### config.mk
export PLATFORM = sky130hd
export DESIGN_NAME = inject_fifo
export DESIGN_NICKNAME = d
export VERILOG_FILES = /design/src/rtl/inject_fifo.sv
export SDC_FILE = /design/constraint.sdc
export NUM_CORES = 1
export LEC_CHECK = 0
export ABC_AREA = 1
export CAP_MARGIN = 10
export CORE_ASPECT_RATIO = 0.8
export CORE_MARGIN = 4
export CORE_UTILIZATION = 60
export DETAILED_ROUTE_END_ITERATION = 10
export PLACE_DENSITY = 0.78
export SETUP_SLACK_MARGIN = 0.1
export SYNTH_ARGS = -nofsm -noshare
export SYNTH_HDL_FRONTEND = slang
export SYNTH_SLANG_ARGS = --single-unit
### constraint.sdc
create_clock -name clk -period 5.72 [get_ports clk]
set_clock_uncertainty 0.15 [all_clocks]
set_input_delay 0.572 -clock clk [delete_from_list [all_inputs] [get_ports clk]]
set_output_delay 0.572 -clock clk [all_outputs]
set_load 0.03 [all_outputs]
### src/rtl/inject_fifo.sv
// ---------------------------------------------------------------------------
// inject_fifo
// Per-direction injection buffer between the local compute unit and one
// router inject port. The local unit pushes flits through a ready/valid
// handshake. Flits are drained into the router only while out_avail is high.
// An optional burst limiter forces one idle cycle after MAX_BURST consecutive
// pops, so that injection cannot monopolise the router crossbar.
//
// Parameters
//   FLIT_W     flit payload width in bits
//   DEPTH      FIFO entries (power of two, >= 2)
//   MAX_BURST  max consecutive pops before one forced idle cycle; 0 = no limit
//
// Ports
//   clk        in   system clock
//   rst_n      in   asynchronous active-low reset
//   in_flit    in   flit from local unit
//   in_valid   in   in_flit valid
//   in_ready   out  buffer can accept this cycle (count != DEPTH)
//   out_flit   out  flit to router inject port (holds when out_valid=0)
//   out_valid  out  one-cycle pulse per flit handed to the router
//   out_avail  in   router may take a flit
//   count      out  current occupancy
//
// Optional build macro INJECT_FIFO_STATS_EN adds:
//   drop_attempts  out 16  cycles with in_valid && !in_ready (saturating)
//   high_water     out     maximum occupancy since reset
//   stall_cycles   out 16  cycles with count != 0 && !out_avail (saturating)
// ---------------------------------------------------------------------------
module inject_fifo #(
  parameter int FLIT_W    = 32,
  parameter int DEPTH     = 16,
  parameter int MAX_BURST = 8
) (
  input  logic                       clk,
  input  logic                       rst_n,
  input  logic [FLIT_W-1:0]          in_flit,
  input  logic                       in_valid,
  output logic                       in_ready,
  output logic [FLIT_W-1:0]          out_flit,
  output logic                       out_valid,
  input  logic                       out_avail,
  output logic [$clog2(DEPTH+1)-1:0] count
`ifdef INJECT_FIFO_STATS_EN
  ,
  output logic [15:0]                drop_attempts,
  output logic [$clog2(DEPTH+1)-1:0] high_water,
  output logic [15:0]                stall_cycles
`endif
);

  localparam int PW = $clog2(DEPTH);
  localparam int CW = $clog2(DEPTH+1);
  localparam int BW = (MAX_BURST < 2) ? 1 : $clog2(MAX_BURST+1);

  localparam logic [CW-1:0] FULL_CNT   = CW'(DEPTH);
  localparam logic [BW-1:0] BURST_LAST = BW'((MAX_BURST > 0) ? (MAX_BURST - 1) : 0);

  typedef enum logic {
    SEND = 1'b0,
    GAP  = 1'b1
  } state_e;

  logic [FLIT_W-1:0] mem_q [DEPTH];

  logic [PW-1:0]     wr_ptr_q, wr_ptr_d;
  logic [PW-1:0]     rd_ptr_q, rd_ptr_d;
  logic [CW-1:0]     count_q,  count_d;
  logic              out_valid_q, out_valid_d;
  logic [FLIT_W-1:0] out_flit_q,  out_flit_d;
  state_e            state_q,  state_d;
  logic [BW-1:0]     burst_q,  burst_d;

  logic push;
  logic pop;

  // Both handshakes look only at registered occupancy, so a pop in the same
  // cycle never frees space for a push, and a push into an empty FIFO cannot
  // be popped until the following edge.
  assign in_ready = (count_q != FULL_CNT);
  assign push     = in_valid && in_ready;
  assign pop      = out_avail && (count_q != '0) && (state_q == SEND);

  assign count     = count_q;
  assign out_valid = out_valid_q;
  assign out_flit  = out_flit_q;

  // Storage array carries no reset: entries are only ever read after a push
  // has written them, so their power-up contents never reach out_flit.
  always_ff @(posedge clk) begin
    if (push) begin
      mem_q[wr_ptr_q] <= in_flit;
    end
  end

  // Pointer, occupancy and output register next-state.
  always_comb begin
    wr_ptr_d    = wr_ptr_q;
    rd_ptr_d    = rd_ptr_q;
    out_valid_d = pop;
    out_flit_d  = out_flit_q;
    count_d     = count_q + CW'(push) - CW'(pop);
    if (push) begin
      wr_ptr_d = wr_ptr_q + PW'(1);
    end
    if (pop) begin
      rd_ptr_d   = rd_ptr_q + PW'(1);
      out_flit_d = mem_q[rd_ptr_q];
    end
  end

  // Burst limiter: count consecutive pops; the pop that reaches MAX_BURST
  // sends us to GAP for exactly one cycle. Any pop-free cycle restarts the
  // count. With MAX_BURST == 0 the limiter is inert and we never leave SEND.
  always_comb begin
    state_d = state_q;
    burst_d = burst_q;
    case (state_q)
      SEND: begin
        if (MAX_BURST == 0) begin
          burst_d = '0;
        end else if (pop) begin
          if (burst_q == BURST_LAST) begin
            state_d = GAP;
            burst_d = '0;
          end else begin
            burst_d = burst_q + BW'(1);
          end
        end else begin
          burst_d = '0;
        end
      end
      GAP: begin
        state_d = SEND;
        burst_d = '0;
      end
      default: begin
        state_d = SEND;
        burst_d = '0;
      end
    endcase
  end

  always_ff @(posedge clk or negedge rst_n) begin
    if (!rst_n) begin
      wr_ptr_q    <= '0;
      rd_ptr_q    <= '0;
      count_q     <= '0;
      out_valid_q <= 1'b0;
      out_flit_q  <= '0;
      state_q     <= SEND;
      burst_q     <= '0;
    end else begin
      wr_ptr_q    <= wr_ptr_d;
      rd_ptr_q    <= rd_ptr_d;
      count_q     <= count_d;
      out_valid_q <= out_valid_d;
      out_flit_q  <= out_flit_d;
      state_q     <= state_d;
      burst_q     <= burst_d;
    end
  end

`ifdef INJECT_FIFO_STATS_EN
  logic [15:0]   drop_q,  drop_d;
  logic [CW-1:0] hwm_q,   hwm_d;
  logic [15:0]   stall_q, stall_d;

  // Saturating event counters and the occupancy high-water mark. The mark
  // tracks the post-edge count so it agrees with count in the same cycle.
  always_comb begin
    drop_d  = drop_q;
    hwm_d   = hwm_q;
    stall_d = stall_q;
    if (in_valid && !in_ready && (drop_q != 16'hFFFF)) begin
      drop_d = drop_q + 16'd1;
    end
    if ((count_q != '0) && !out_avail && (stall_q != 16'hFFFF)) begin
      stall_d = stall_q + 16'd1;
    end
    if (count_d > hwm_q) begin
      hwm_d = count_d;
    end
  end

  always_ff @(posedge clk or negedge rst_n) begin
    if (!rst_n) begin
      drop_q  <= '0;
      hwm_q   <= '0;
      stall_q <= '0;
    end else begin
      drop_q  <= drop_d;
      hwm_q   <= hwm_d;
      stall_q <= stall_d;
    end
  end

  assign drop_attempts = drop_q;
  assign high_water    = hwm_q;
  assign stall_cycles  = stall_q;
`endif

endmodule
After elaboration in Yosys (flattened, before gate mapping)
Memory sizes are Yosys's and may differ from the RTL's. A register that Yosys moved wholly into a read port is not among the register bits. Cells that the tools add are included.

Equal/unequal tests: 2. Reduce and logical (&&, ||, !) cells: 5. Bitwise gates (word level): 1. $add $sub $neg: 5. Multiplexer cells: 8.

Operators by type and width (number): 4-bit by 1-bit adder with 4-bit output (second input constant) (3); 4-bit 2-to-1 mux (2); 4-bit one-hot mux with 2 select lines (1); 5-bit by 1-bit adder with 5-bit output (1); 5-bit inequality test (second input constant) (1); 5-bit nonzero test (1); 5-bit by 1-bit subtractor with 5-bit output (1); 4-bit by 3-bit == test with 1-bit output (second input constant) (1); 1-bit 2-to-1 mux (4); 1-bit logical AND (3); 1-bit one-hot mux with 2 select lines (1); 1-bit logical NOT (1); 1-bit inverter (1).

Bits in registers: 19. Input port bits: 36. Output and inout bits: 39. Logic and storage cells: 28. Memories kept: 1. Memory bits (writable): 512.

Memory list: mem_q (words 16, bits a word 32, read ports 1, clocked after memory_dff 1, wr ports 1, RTL line 64) `logic [FLIT_W-1:0] mem_q [DEPTH];`.

Longest topological paths before layout
Depth in word-level cells: 5. Depth in mapped cells: 14. Depth with buffers taken out: 13.

Worst setup path before layout
OpenSTA, ideal clock, no wires.

Kind: register to register. From: reg count_q[2] (netlist: count[2]). To: mem mem_q[0][0] (enable). Setup time: 0.421 ns. Arrival time: 2.925 ns. Slack: 2.224 ns. Cell stages (with the launch flop): 8. Required time: 5.149 ns. Path buffers: 0. Period minus slack after synthesis: 3.496 ns. Path through: dfrtp_1 > inv_1 > ha_1 > nand4_1 > nand2_1 > inv_1 > nand2_1 > nor2_1.

Longest elaborated chain between the ends: 4.

RTL lines: from (decl) (RTL line 68) `logic [CW-1:0] count_q, count_d;`; from (signal assigned) (RTL line 156) `count_q <= count_d;`; 5-bit inequality test (RTL line 80) `assign in_ready = (count_q != FULL_CNT);`; net in_ready (RTL line 39) `output logic in_ready,`; 1-bit logical AND (RTL line 81) `assign push = in_valid && in_ready;`; 1-bit 2-to-1 mux (RTL line 91) `if (push) begin`; 1-bit 2-to-1 mux (implied by the code) (RTL line 92) `mem_q[wr_ptr_q] <= in_flit;`; to (decl) (RTL line 64).

The timed path passes the listed nets, and every way through them passes these cells.

Final worst setup path
From: reg count_q[2] (netlist: count[2]). To: reg count_q[4] (netlist: count[4]).

Longest elaborated chain between the ends: 4. Elaborated cells between the ends (all ways): 7. Classes of those cells: add/sub (2); eq/ne (1); reduce/logical (4).

RTL lines: 5-bit inequality test / 5-bit nonzero test (equally long branches) (RTL line 80, 82); 1-bit logical AND (on tied branches) (RTL line 81, 82); 5-bit by 1-bit adder with 5-bit output / 1-bit logical AND (equally long branches) (RTL line 102, 82); 5-bit by 1-bit subtractor with 5-bit output (*) (RTL line 102) `count_d = count_q + CW'(push) - CW'(pop);`; net count_d[4] (RTL line 68).

The timed path passes the listed nets; every way through them passes the cells marked *. A chain may end at the register's enable or synchronous reset.

==> impl_summary.md <==
Placement
The half-perimeter wire length of the detailed placement result is approximately 27 mm. In this run the cell area measured after placement is 0.0237 mm2. Routability-driven placement finished with a final weighted congestion of 0.810. The number of buffers added on ports is 74. The count of placed standard cells including taps is 2402.

Synthesis
The number of warnings reported in the yosys synthesis log is 0. In the post-synthesis netlist, the biggest area contributors are edfxtp_1 68%, nand2_1 13%, nand3_1 8.6%, dfrtp_1 5.6%, buf_2 1.2%. Counting instances in the post-synthesis netlist gives the leading cell types as 782 x nand2_1, 512 x edfxtp_1, 389 x nand3_1, 55 x buf_2, 51 x dfrtp_1.

The count of cell types in the netlist is 22. After synthesis the netlist holds a flip-flop and latch count of 563. The sequential-to-total area share from yosys stat is 73.2%.

The mapped netlist covers 0.0227 mm2. The most common cell in the netlist is nand2_1. Counting flops with an async set or reset pin after synthesis yields a share of 9.06%. In the synthesized netlist, the number of instances is 1927. A synthesized cell averages ~12 um2. The leading area contributor after synthesis is edfxtp_1. In this run, synthesis inferred 512 flip-flops with an integrated enable. The share of Yosys cell area claimed by the top area cell type is 67.6%.

The net count of the mapped netlist is 1976. The dominant synthesized flop cell is edfxtp_1.

Floorplan
In this run the vertical extent of the chip is 182 um. The die covers 0.0411 mm2. The number of rows created at floorplan is 63. The core footprint is around 0.037 mm2. In this run the horizontal extent of the chip is 226 um. The number of primary I/O pins is 75.

The initial core utilization is 61.1%.

Clock network
The H-tree generated during clock tree synthesis spans 2 levels. TritonCTS built the clock tree. The CTS clock-pin slew for the worst setup and hold paths is 0.06 ns. The count of hold buffers inserted by post-cts repair is 0.

The number of sinks driven by the clock tree is 563. Once the clock tree was built, the setup fixing pass inserted 0 buffers. The root buffer selected by CTS is clkbuf_16. No sink is reached through more buffers than the 3 on the longest clock path. Once the clock tree was built, the resizer swapped 0 gates to a different size. The clock buffer count from CTS is 53. Clock latency on the worst-skew pair, taken at its later pin, is roughly 0.6 ns.

Finish
The area occupied by multi-input gates is 0.00542 mm2. The repair_antennas step left the layout with diodes totalling 0. The share of post-route cells with drive strength above 1 is roughly 6%. Measured on the finished design, the core utilization comes to 68.1%.

From synthesis to final layout, the design area changed by 11.5%. The sequential standard cell area is 0.0167 mm2. Excluding fillers, the count of instances in the completed layout stands at 2502. The layout has about 2500 filler cells. The net count reported at finish is about 2000. The finished cells cover 0.0254 mm2.

Routing
The final wirelength is 52.8 mm. The via density per instance is between 5 and 6. The routed length per instance is 21.1 um. After detailed routing, the number of remaining DRC violations is 0. The detailed router finished its first iteration with 1790 violations. The iteration count of the initial detailed-routing pass is 6. The via count of the routed design is 14716.

The remaining antenna violation count after routing is 0.

Timing
The final period demand of the worst path is roughly 3.6 ns. The number of failing hold endpoints at the final stage is 0. For the pin with the worst max-slew slack, the measured transition is approximately 1.2 ns. Setup repair after global routing left no endpoint under its margin. The final number of max-transition violations is 0. The worst pin sits at a relative slew slack of 17.8%.

Setup violations remaining at the end of the flow were counted as 0. The setup TNS is 0 ns. The part of the cycle the worst path needs is 62.2%. The fmax is 281 MHz.

Global routing
The number of global-route vias before repair is 14460. The first global-routing pass estimated 81.5 mm of wire. The maximum number of pins on one net before global-route repair is 139. The number of antenna violations at the first check in global routing is 1.

For this run the aggregate overflow at the end of global routing stands at 0. The global router's overall resource usage is 25.7%.

Hold path
The path type of the worst min-delay path is in2async.

Setup path
By startpoint and endpoint, the worst setup path is classified as reg2reg. The worst setup path is captured at a register. The kind of start point of the critical path is a register.

In this run the worst path has a maximum fanout of 38. The arrival time of data at the critical path endpoint is 3.92 ns. The required time of the worst setup path is 6.09 ns.

Power
The static leakage is about 9.5 nW. The power per unit of standard cell area is 514 mW/mm2. The design draws 13.0 mW. Across the VDD grid, the largest voltage drop is 0.396 mV.

Job
Max-cap violations in this run came to 0.

Run status
The flow ran to the end, and the final reports show no timing, DRC or antenna violations.
[state kept, by name, indices dropped and copies added, names as in the netlist]
signal     count
count          5
burst_q        4
out_flit      32
state_q        1
out_valid      1
wr_ptr_q       4
rd_ptr_q       4
mem_q        512
[cell usage in the layout (no fill, tap or decap), types with 4 or more instances in the layout]
master             n
clkinv_1          12
clkbuf_16         53
edfxtp_1         512
ha_1              12
clkbuf_8           4
nand2_1          782
xor2_1            11
inv_1             18
nor2_1             9
clkbuf_1          22
buf_4             27
clkdlybuf4s50_1   73
dfrtp_1           48
nand3_1          388
nor2_4            16
[kinds of logic (layout without fill, tap and decap cells)]
group / Yosys count / after routing / synth area share, %
buffers and inverters: 135 / 223 / 3.51
XOR/XNOR: 12 / 12 / 0.462
AND/OR/NAND/NOR: 1199 / 1199 / 22.0
flip-flops: 563 / 563 / 73.2
AO/OA/AOI/OAI: 5 / 5 / 0.110
adder cells (fa/ha/maj): 13 / 13 / 0.748
[power by group]
group,internal [mW],switching [mW]
Clock,1.86,1.45
Sequential,5.01,0.323
Combinational,1.30,3.10
[stage by stage]
step                setup WS [ns]  hold slack, ns
floorplan                    2.22           0.126
global placement             2.01           0.292
detailed placement           1.92           0.313
CTS                          2.18         0.00898
global route                 1.98          0.0556
finish                       2.16         0.00622
[metal layers]
metal / vias up / global-route usage (%) / routed length (um)
met1: 7129 / 36.2 / 21200
li1: 6732 / - / -
met2: 747 / 41.9 / 25600
met3: 106 / 4.05 / 4650
met5: - / 0 / 12
met4: 2 / 8.40 / 1390
[final timing paths]
check / from / endpoint / slack (ns) / depth (start not counted)
max: count[2] / count[4] / 2.16 / 13
min: rst_n / rd_ptr_q[0] / 0.006 / 2
max reg2reg: count[2] / count[4] / 2.16 / 13
min reg2reg: burst_q[0] / burst_q[0] / 0.32 / 1
max in group asynchronous: rst_n / rd_ptr_q[1] / 4.80 / 2
min in group clk: burst_q[0] / burst_q[0] / 0.32 / 1
[worst max-delay path: stages, from the launching register on]
cell and delay [ns]:
dfrtp_1 0.38, inv_1 0.08, ha_1 0.22, nand4_1 0.11, nand3_2 0.88, inv_2 0.31
ha_1 0.16, inv_1 0.04, ha_1 0.20, fa_1 0.44, a21oi_1 0.17, nor2_1 0.06
nor2_1 0.11, xor2_1 0.15
[layout make-up]
cell class	instances	share of cell area [%]
multi-input cells	1229	21.4
repair buffers	101	3.70
well taps	487	2.40
flip-flops and latches	563	65.7
inverters	22	0.365
clock inverters	21	0.671
clock buffers	79	5.77
No activity file was read; power rests on OpenSTA's default activity.
